<file path="config.mk">
export PLATFORM = sky130hd
export DESIGN_NAME = generic_bus_arbiter
export DESIGN_NICKNAME = d
export VERILOG_FILES = /design/src/rtl/generic_bus_arbiter.sv
export SDC_FILE = /design/constraint.sdc
export NUM_CORES = 1
export LEC_CHECK = 0
export BUFFER_PORTS_ARGS = -buffer_cell sky130_fd_sc_hd__buf_2
export CORE_AREA = 4 4 108 110
export DETAILED_ROUTE_END_ITERATION = 12
export DIE_AREA = 0 0 112 114
export GPL_ROUTABILITY_DRIVEN = 0
export PLACE_DENSITY = 0.5
export SLEW_MARGIN = 20
export SYNTH_ARGS = -nofsm -noshare
export SYNTH_HDL_FRONTEND = slang
export SYNTH_SLANG_ARGS = --single-unit
</file>
<file path="constraint.sdc">
create_clock -name CLK -period 1.4 [get_ports CLK]
set_input_delay 0.28 -clock CLK [delete_from_list [all_inputs] [get_ports CLK]]
set_output_delay 0.28 -clock CLK [all_outputs]
set_load 0.05 [all_outputs]
</file>
<file path="src/rtl/generic_bus_arbiter.sv">
// N-master to 1-slave generic bus arbiter with registered grant,
// round-robin or fixed-priority selection and an optional access watchdog.
module generic_bus_arbiter #(
    parameter int NUM_MASTERS    = 2,
    parameter int ADDR_WIDTH     = 32,
    parameter int DATA_WIDTH     = 32,
    parameter int ARB_MODE       = 0,
    parameter int TIMEOUT_CYCLES = 0,
    localparam int IDX_W = (NUM_MASTERS > 1) ? $clog2(NUM_MASTERS) : 1,
    localparam int BE_W  = DATA_WIDTH / 8
) (
    input  logic                              CLK,
    input  logic                              RST,
    input  logic [NUM_MASTERS-1:0]            m_ren,
    input  logic [NUM_MASTERS-1:0]            m_wen,
    input  logic [NUM_MASTERS*ADDR_WIDTH-1:0] m_addr,
    input  logic [NUM_MASTERS*DATA_WIDTH-1:0] m_wdata,
    input  logic [NUM_MASTERS*BE_W-1:0]       m_byte_en,
    output logic [NUM_MASTERS-1:0]            m_busy,
    output logic [DATA_WIDTH-1:0]             m_rdata,
    output logic [NUM_MASTERS-1:0]            m_err,
    output logic                              s_ren,
    output logic                              s_wen,
    output logic [ADDR_WIDTH-1:0]             s_addr,
    output logic [DATA_WIDTH-1:0]             s_wdata,
    output logic [BE_W-1:0]                   s_byte_en,
    input  logic                              s_busy,
    input  logic [DATA_WIDTH-1:0]             s_rdata,
    output logic                              grant_valid,
    output logic [IDX_W-1:0]                  grant_idx
);

    // Per-master views padded to a power of two so grant_idx indexes safely.
    localparam int NSLOT = 1 << IDX_W;
    localparam logic [15:0] LP_TO_LAST =
        (TIMEOUT_CYCLES > 0) ? 16'(TIMEOUT_CYCLES - 1) : 16'd0;
    localparam logic LP_WDOG_EN = (TIMEOUT_CYCLES > 0);

    typedef enum logic {
        ST_IDLE,
        ST_GRANT
    } state_t;

    state_t r_state;
    state_t w_state_nxt;

    logic [IDX_W-1:0] r_grant_idx;
    logic [IDX_W-1:0] r_rr_ptr;
    logic [15:0]      r_wdog;

    logic [NUM_MASTERS-1:0] w_req;
    logic                   w_any_req;
    logic [IDX_W-1:0]       w_winner;
    logic [NUM_MASTERS-1:0] w_gsel;

    logic [NSLOT-1:0]      w_ren_v;
    logic [NSLOT-1:0]      w_wen_v;
    logic [ADDR_WIDTH-1:0] w_addr  [NSLOT];
    logic [DATA_WIDTH-1:0] w_wdata [NSLOT];
    logic [BE_W-1:0]       w_be    [NSLOT];

    logic w_g_ren;
    logic w_g_wen;
    logic w_g_req;
    logic w_done;
    logic w_timeout;

    for (genvar g = 0; g < NSLOT; g++) begin : g_slot
        if (g < NUM_MASTERS) begin : g_real
            assign w_ren_v[g] = m_ren[g];
            assign w_wen_v[g] = m_wen[g];
            assign w_addr[g]  = m_addr[g*ADDR_WIDTH +: ADDR_WIDTH];
            assign w_wdata[g] = m_wdata[g*DATA_WIDTH +: DATA_WIDTH];
            assign w_be[g]    = m_byte_en[g*BE_W +: BE_W];
        end else begin : g_pad
            assign w_ren_v[g] = 1'b0;
            assign w_wen_v[g] = 1'b0;
            assign w_addr[g]  = '0;
            assign w_wdata[g] = '0;
            assign w_be[g]    = '0;
        end
    end

    function automatic logic [IDX_W-1:0] pick_rr(
        input logic [NUM_MASTERS-1:0] req,
        input logic [IDX_W-1:0]       ptr
    );
        logic [IDX_W-1:0] pick;
        logic             found;
        int               j;
        pick  = '0;
        found = 1'b0;
        for (int k = 1; k <= NUM_MASTERS; k++) begin
            j = int'(ptr) + k;
            if (j >= NUM_MASTERS) j = j - NUM_MASTERS;
            if (!found && req[j]) begin
                pick  = IDX_W'(j);
                found = 1'b1;
            end
        end
        return pick;
    endfunction

    function automatic logic [IDX_W-1:0] pick_low(
        input logic [NUM_MASTERS-1:0] req
    );
        logic [IDX_W-1:0] pick;
        pick = '0;
        for (int i = NUM_MASTERS - 1; i >= 0; i--) begin
            if (req[i]) pick = IDX_W'(i);
        end
        return pick;
    endfunction

    assign w_req     = m_ren | m_wen;
    assign w_any_req = |w_req;
    assign w_winner  = (ARB_MODE == 1) ? pick_low(w_req)
                                       : pick_rr(w_req, r_rr_ptr);

    always_comb begin
        w_gsel = '0;
        for (int i = 0; i < NUM_MASTERS; i++) begin
            w_gsel[i] = (r_grant_idx == IDX_W'(i));
        end
    end

    assign w_g_ren   = w_ren_v[r_grant_idx];
    assign w_g_wen   = w_wen_v[r_grant_idx];
    assign w_g_req   = w_g_ren | w_g_wen;
    assign w_done    = w_g_req & ~s_busy;
    assign w_timeout = LP_WDOG_EN & w_g_req & s_busy
                     & (r_wdog == LP_TO_LAST);

    always_comb begin
        w_state_nxt = r_state;
        s_ren       = 1'b0;
        s_wen       = 1'b0;
        s_addr      = '0;
        s_wdata     = '0;
        s_byte_en   = '0;
        m_busy      = '1;
        m_err       = '0;
        m_rdata     = '0;
        unique case (r_state)
            ST_IDLE: begin
                if (w_any_req) w_state_nxt = ST_GRANT;
            end
            ST_GRANT: begin
                s_addr    = w_addr[r_grant_idx];
                s_wdata   = w_wdata[r_grant_idx];
                s_byte_en = w_be[r_grant_idx];
                // A timed-out access is pulled off the slave and errored back.
                if (w_timeout) begin
                    m_busy      = ~w_gsel;
                    m_err       = w_gsel;
                    w_state_nxt = ST_IDLE;
                end else begin
                    s_ren = w_g_ren;
                    s_wen = w_g_wen;
                    if (w_done) begin
                        m_busy      = ~w_gsel;
                        m_rdata     = s_rdata;
                        w_state_nxt = ST_IDLE;
                    end else if (!w_g_req) begin
                        w_state_nxt = ST_IDLE;
                    end
                end
            end
            default: w_state_nxt = ST_IDLE;
        endcase
    end

    always_ff @(posedge CLK) begin
        if (RST) begin
            r_state     <= ST_IDLE;
            r_grant_idx <= '0;
            r_rr_ptr    <= IDX_W'(NUM_MASTERS - 1);
            r_wdog      <= '0;
        end else begin
            r_state <= w_state_nxt;
            if (r_state == ST_IDLE && w_any_req) begin
                r_grant_idx <= w_winner;
                r_wdog      <= '0;
                if (ARB_MODE == 0) r_rr_ptr <= w_winner;
            end else if (r_state == ST_GRANT && s_busy) begin
                r_wdog <= r_wdog + 16'd1;
            end
        end
    end

    assign grant_valid = (r_state == ST_GRANT);
    assign grant_idx   = r_grant_idx;

endmodule

</file>
**Word-level counts from Yosys, hierarchy flattened**

Cells that the tools add are included.

- Magnitude comparators: 6
- Add/subtract/negate cells: 4
- Bitwise gates (word level): 8
- Reductions and logical operators: 4
- Muxes and demuxes: 37

Operators with widths:

| kind | count |
|---|---|
| two-way mux 32 bit | 12 |
| < comparator 32 x 3 -> 1 bit, second input constant | 2 |
| two-way mux 1 bit | 18 |
| two-way mux 4 bit | 4 |
| greater-or-equal comparator 2 bit, second input constant | 2 |
| two-way mux 2 bit | 2 |
| subtractor 3 x 2 -> 4 bit, second input constant | 1 |
| adder 1 x 2 -> 3 bit, second input constant | 1 |
| greater-or-equal comparator 3 x 2 -> 1 bit, second input constant | 1 |
| NOT 1 bit | 3 |
| subtractor 2 x 2 -> 3 bit, second input constant | 1 |
| adder 1 x 1 -> 2 bit, second input constant | 1 |
| logical AND 1 bit | 2 |
| < comparator 1 x 2 -> 1 bit, second input constant | 1 |
| NOT 1 -> 2 bit | 1 |
| NOT 2 bit | 1 |
| bitwise OR 2 bit | 1 |
| case mux 1 bit (2 select lines) | 1 |
| OR reduction 2 bit | 1 |
| bitwise AND 1 bit | 1 |
| logical NOT 1 bit | 1 |
| bitwise OR 1 bit | 1 |

- Output and inout port bits: 108
- Register bits: 3

**Logic depth before layout (Yosys ltp)**

- Depth in word-level cells: 10
- Mapped depth: 5
- Gate-level depth less buffers: 3

**Worst setup path before layout**

Ideal clock, no wire load.

- Path kind: reg-to-output
- Start point: reg r_grant_idx, in the netlist grant_idx
- End point: out s_addr[0]
- Data arrival time: 1.952 ns
- Buffers on the path: 2
- Data required time: 1.120 ns
- Slack: -0.832 ns
- Stages on the path, launching flop included: 5
- Cells stage by stage: dfxtp_1 buf_2 buf_2 mux2i_1 nor2b_1

- Cells in the longest elaborated chain, start to end: 5

RTL lines:

| element | RTL line | text |
|---|---|---|
| from (decl) | 47 | `logic [IDX_W-1:0] r_grant_idx;` |
| from (signal assigned) | 182 | `r_grant_idx <= w_winner;` |
| NOT 1 -> 2 bit (not written as such) | 149 | `s_addr = w_addr[r_grant_idx];` |
| two-way mux 32 bit (not written as such) (3 in series) | 149 |  |
| two-way mux 32 bit | 144 | `unique case (r_state)` |
| to (decl) | 24 | `output logic [ADDR_WIDTH-1:0] s_addr,` |

No other way between the ends. The select of a mux whose other input is x is not followed.

**Final worst setup path**

- Start point: reg r_grant_idx, in the netlist grant_idx
- End point: out s_addr[23]

The elaborated chain is that of the path after synthesis.

==> reports/results.ini <==
[placed_design]
hpwl_um = 7330
portBuffers = 280

[pwr]
comb_power_share = 0.909
clkPwrFrac = 0.063
irDropWorstVdd_v = 0.000359
internal-power_uw = 2090
p_leak_uw = 0.00266
powerDensity_nw_per_um2 = 692
swShare = 0.488
power.net_switching_uw = 1990
total_power_uw = 4080
seqPwrFrac = 0.028

[outcome]
status = finished, violations left
failed_checks = negative setup slack

[grt]
grt_use_total = 0.141
grt_max_degree = 25
overflow = 0
grt_pass1_wl_um = 14800
grt_pass1_vias = 2976
antenna_found_initial = 0

[synthesis]
synth_area_leaders = mux2i_1, nor2b_1, and2_1
syn-cell-area_um2 = 1630
synth_top_area_share = 0.430
async_reset_ff_frac = 0
synth_common_cells = mux2i_1, nor2b_1, and2_1, buf_2, clkbuf_1
ys.flop_type = dfxtp_1
synth_edf_count = 0
synth_area_leader_cell = mux2i_1
yosys_warnings = 0
synthDistinctLibCells = 22
ys_seq_area_frac = 0.0368
ys_ff_latch = 3
syn_inst = 215
synth.avg_cell_area_um2 = 7.58

[worst_setup_path]
crit_start = grant_idx$_SDFFE_PP0P_
crit_end = s_addr[23]
r2r-start = grant_valid$_SDFF_PP0_
r2r_slack_ps = 150
required_ps = 1120
end_kind = output port
r2r-end = grant_idx$_SDFFE_PP0P_
cp_max_fo = 9
startpoint_type = register
reg2reg_depth = 4
critical_path_class = register to output port
worstPathArrival_ps = 1530

[timing]
fin_crit_sh = 1.29
report.final.slew_viol_count = 0
worst_slack_ps = -408
skew_ps = 2.95
hold_violations = 0
tns_ps = -35190
rsz0062_at_grt = yes
fmax_mhz = 553
period_needed_ps = 1810
setup_viol = 105

[drt]
drt_wl_total_um = 10700
drtPass1Iterations = 4
post_drt_via_cell_ratio = 4.27
drt_iter0_drc = 78
drc = 0
vias = 2836
postRouteAntennaNets = 0
wl_per_cell_um = 16.1

[final_layout]
regArea_um2 = 67.6
drive_above_1_share = 0.962
nets = 700
fill_cells = 885
multi_input_area_um2 = 2800
insertedDiodeCount = 0
syn_to_final_growth_pct = 262

[floorplanning]
start_util = 0.152
fp.coreArea_um2 = 10700
die_area_um2 = 12800
die_w_um = 112
ios = 283
fp-row-count = 38
fp.dieH_um = 114

[clock_network]
htreeDepth = 1
clock_latency_ps = 220
numCtsBuffers = 3
tritoncts = built
cts_hold_buf = 0
root_buffer = clkbuf_8
numClockSinks = 3
clkSlewWorstSetupHoldPaths_ps = 30
clock_tree.buffer_depth = 2

[run]
cap_violations = 0

[min_path]
hold_path_class = input port to register

-- metrics by stage --
step / setup slack, ps / hold slack (ps) / area (um^2) / instances / utilization
after floorplan: -292 / 339 / 2260 / 216 / -
after CTS: -401 / 238 / 5140 / 654 / 0.481
after global placement: -186 / 471 / 3920 / 635 / 0.366
final: -408 / 244 / 5890 / 664 / 0.551
after detailed placement: -194 / 468 / 3920 / 635 / 0.366
after global routing: -456 / 256 / 5890 / 664 / 0.551
-- worst min-delay path by stage --
stage | startpoint | end | cells after the start
detailed placement | RST | grant_idx$_SDFFE_PP0P_ | 2
CTS | RST | grant_idx$_SDFFE_PP0P_ | 2
floorplan | RST | grant_idx$_SDFFE_PP0P_ | 1
finish | RST | grant_idx$_SDFFE_PP0P_ | 2
global route | RST | grant_idx$_SDFFE_PP0P_ | 2
global placement | RST | grant_idx$_SDFFE_PP0P_ | 2
-- cell usage in the layout, fill, tap and decap left out, types with 2 or more instances in the layout --
master and instances:
clkbuf_8 3, buf_4 11, or2_4 2, nor2_1 2, nor2b_2 10, mux2i_2 7
conb_1 2, buf_6 59, buf_2 193, buf_8 42, and2_4 32, dfxtp_4 2
clkbuf_16 4, buf_12 11, nor2b_4 60, o21ai_0 3, buf_16 5, mux2i_1 5
mux2i_4 58
-- per-layer routing --
layer | vias to the layer above | part of all wire | track usage
li1 | 1344 | - | -
met1 | 1317 | 0.32 | 0.143
met2 | 165 | 0.57 | 0.283
met3 | 10 | 0.097 | 0.0419
met4 | 0 | 0.011 | 0.0321
met5 | - | 0 | 0
-- state kept, by name, summed over array words and instances (netlist names) --
signal / cells
grant_idx: 1
r_rr_ptr: 1
grant_valid: 1
-- final cells by class --
| class | instances | area share |
|---|---|---|
| well taps | 140 | 0.0297 |
| clock buffers | 4 | 0.00764 |
| inverters | 1 | 0.000637 |
| repair buffers | 325 | 0.475 |
| flip-flops and latches | 3 | 0.0115 |
| multi-input cells | 191 | 0.475 |
-- worst max-delay path: stages, from the launching register on --
cell and delay (ps):
dfxtp_4 370, buf_12 160, clkbuf_16 210, mux2i_2 290, nor2b_4 50, buf_2 210
-- cell families (layout without fill, tap and decap cells) --
group / Yosys count / in the layout / synth area share
compound gates: 10 / 10 / 0.0476
buf+inv: 22 / 330 / 0.0683
flops: 3 / 3 / 0.0368
mux: 70 / 70 / 0.430
other cells: 1 / 2 / 0.00230
simple gates: 109 / 109 / 0.415
-- power groups by stage --
stage               Combinational, uW  Clock, uW  Sequential [uW]
floorplan                        1920          0              130
global placement                 2560          0              118
detailed placement               2580          0              118
CTS                              3250        264              114
global route                     3870        272              116
finish                           3710        256              114
-- timing repair --
action | 4_1_cts | 5_1_grt
gates cloned | 4 | 4
pin swaps | 2 | 1
gates resized for setup | 242 | 143
setup buffers | 11 | 8
endpoints found under the hold margin | 0 | 0
endpoints found under the setup margin | 106 | 106
Note: power is estimated with default switching activity, not from simulation.
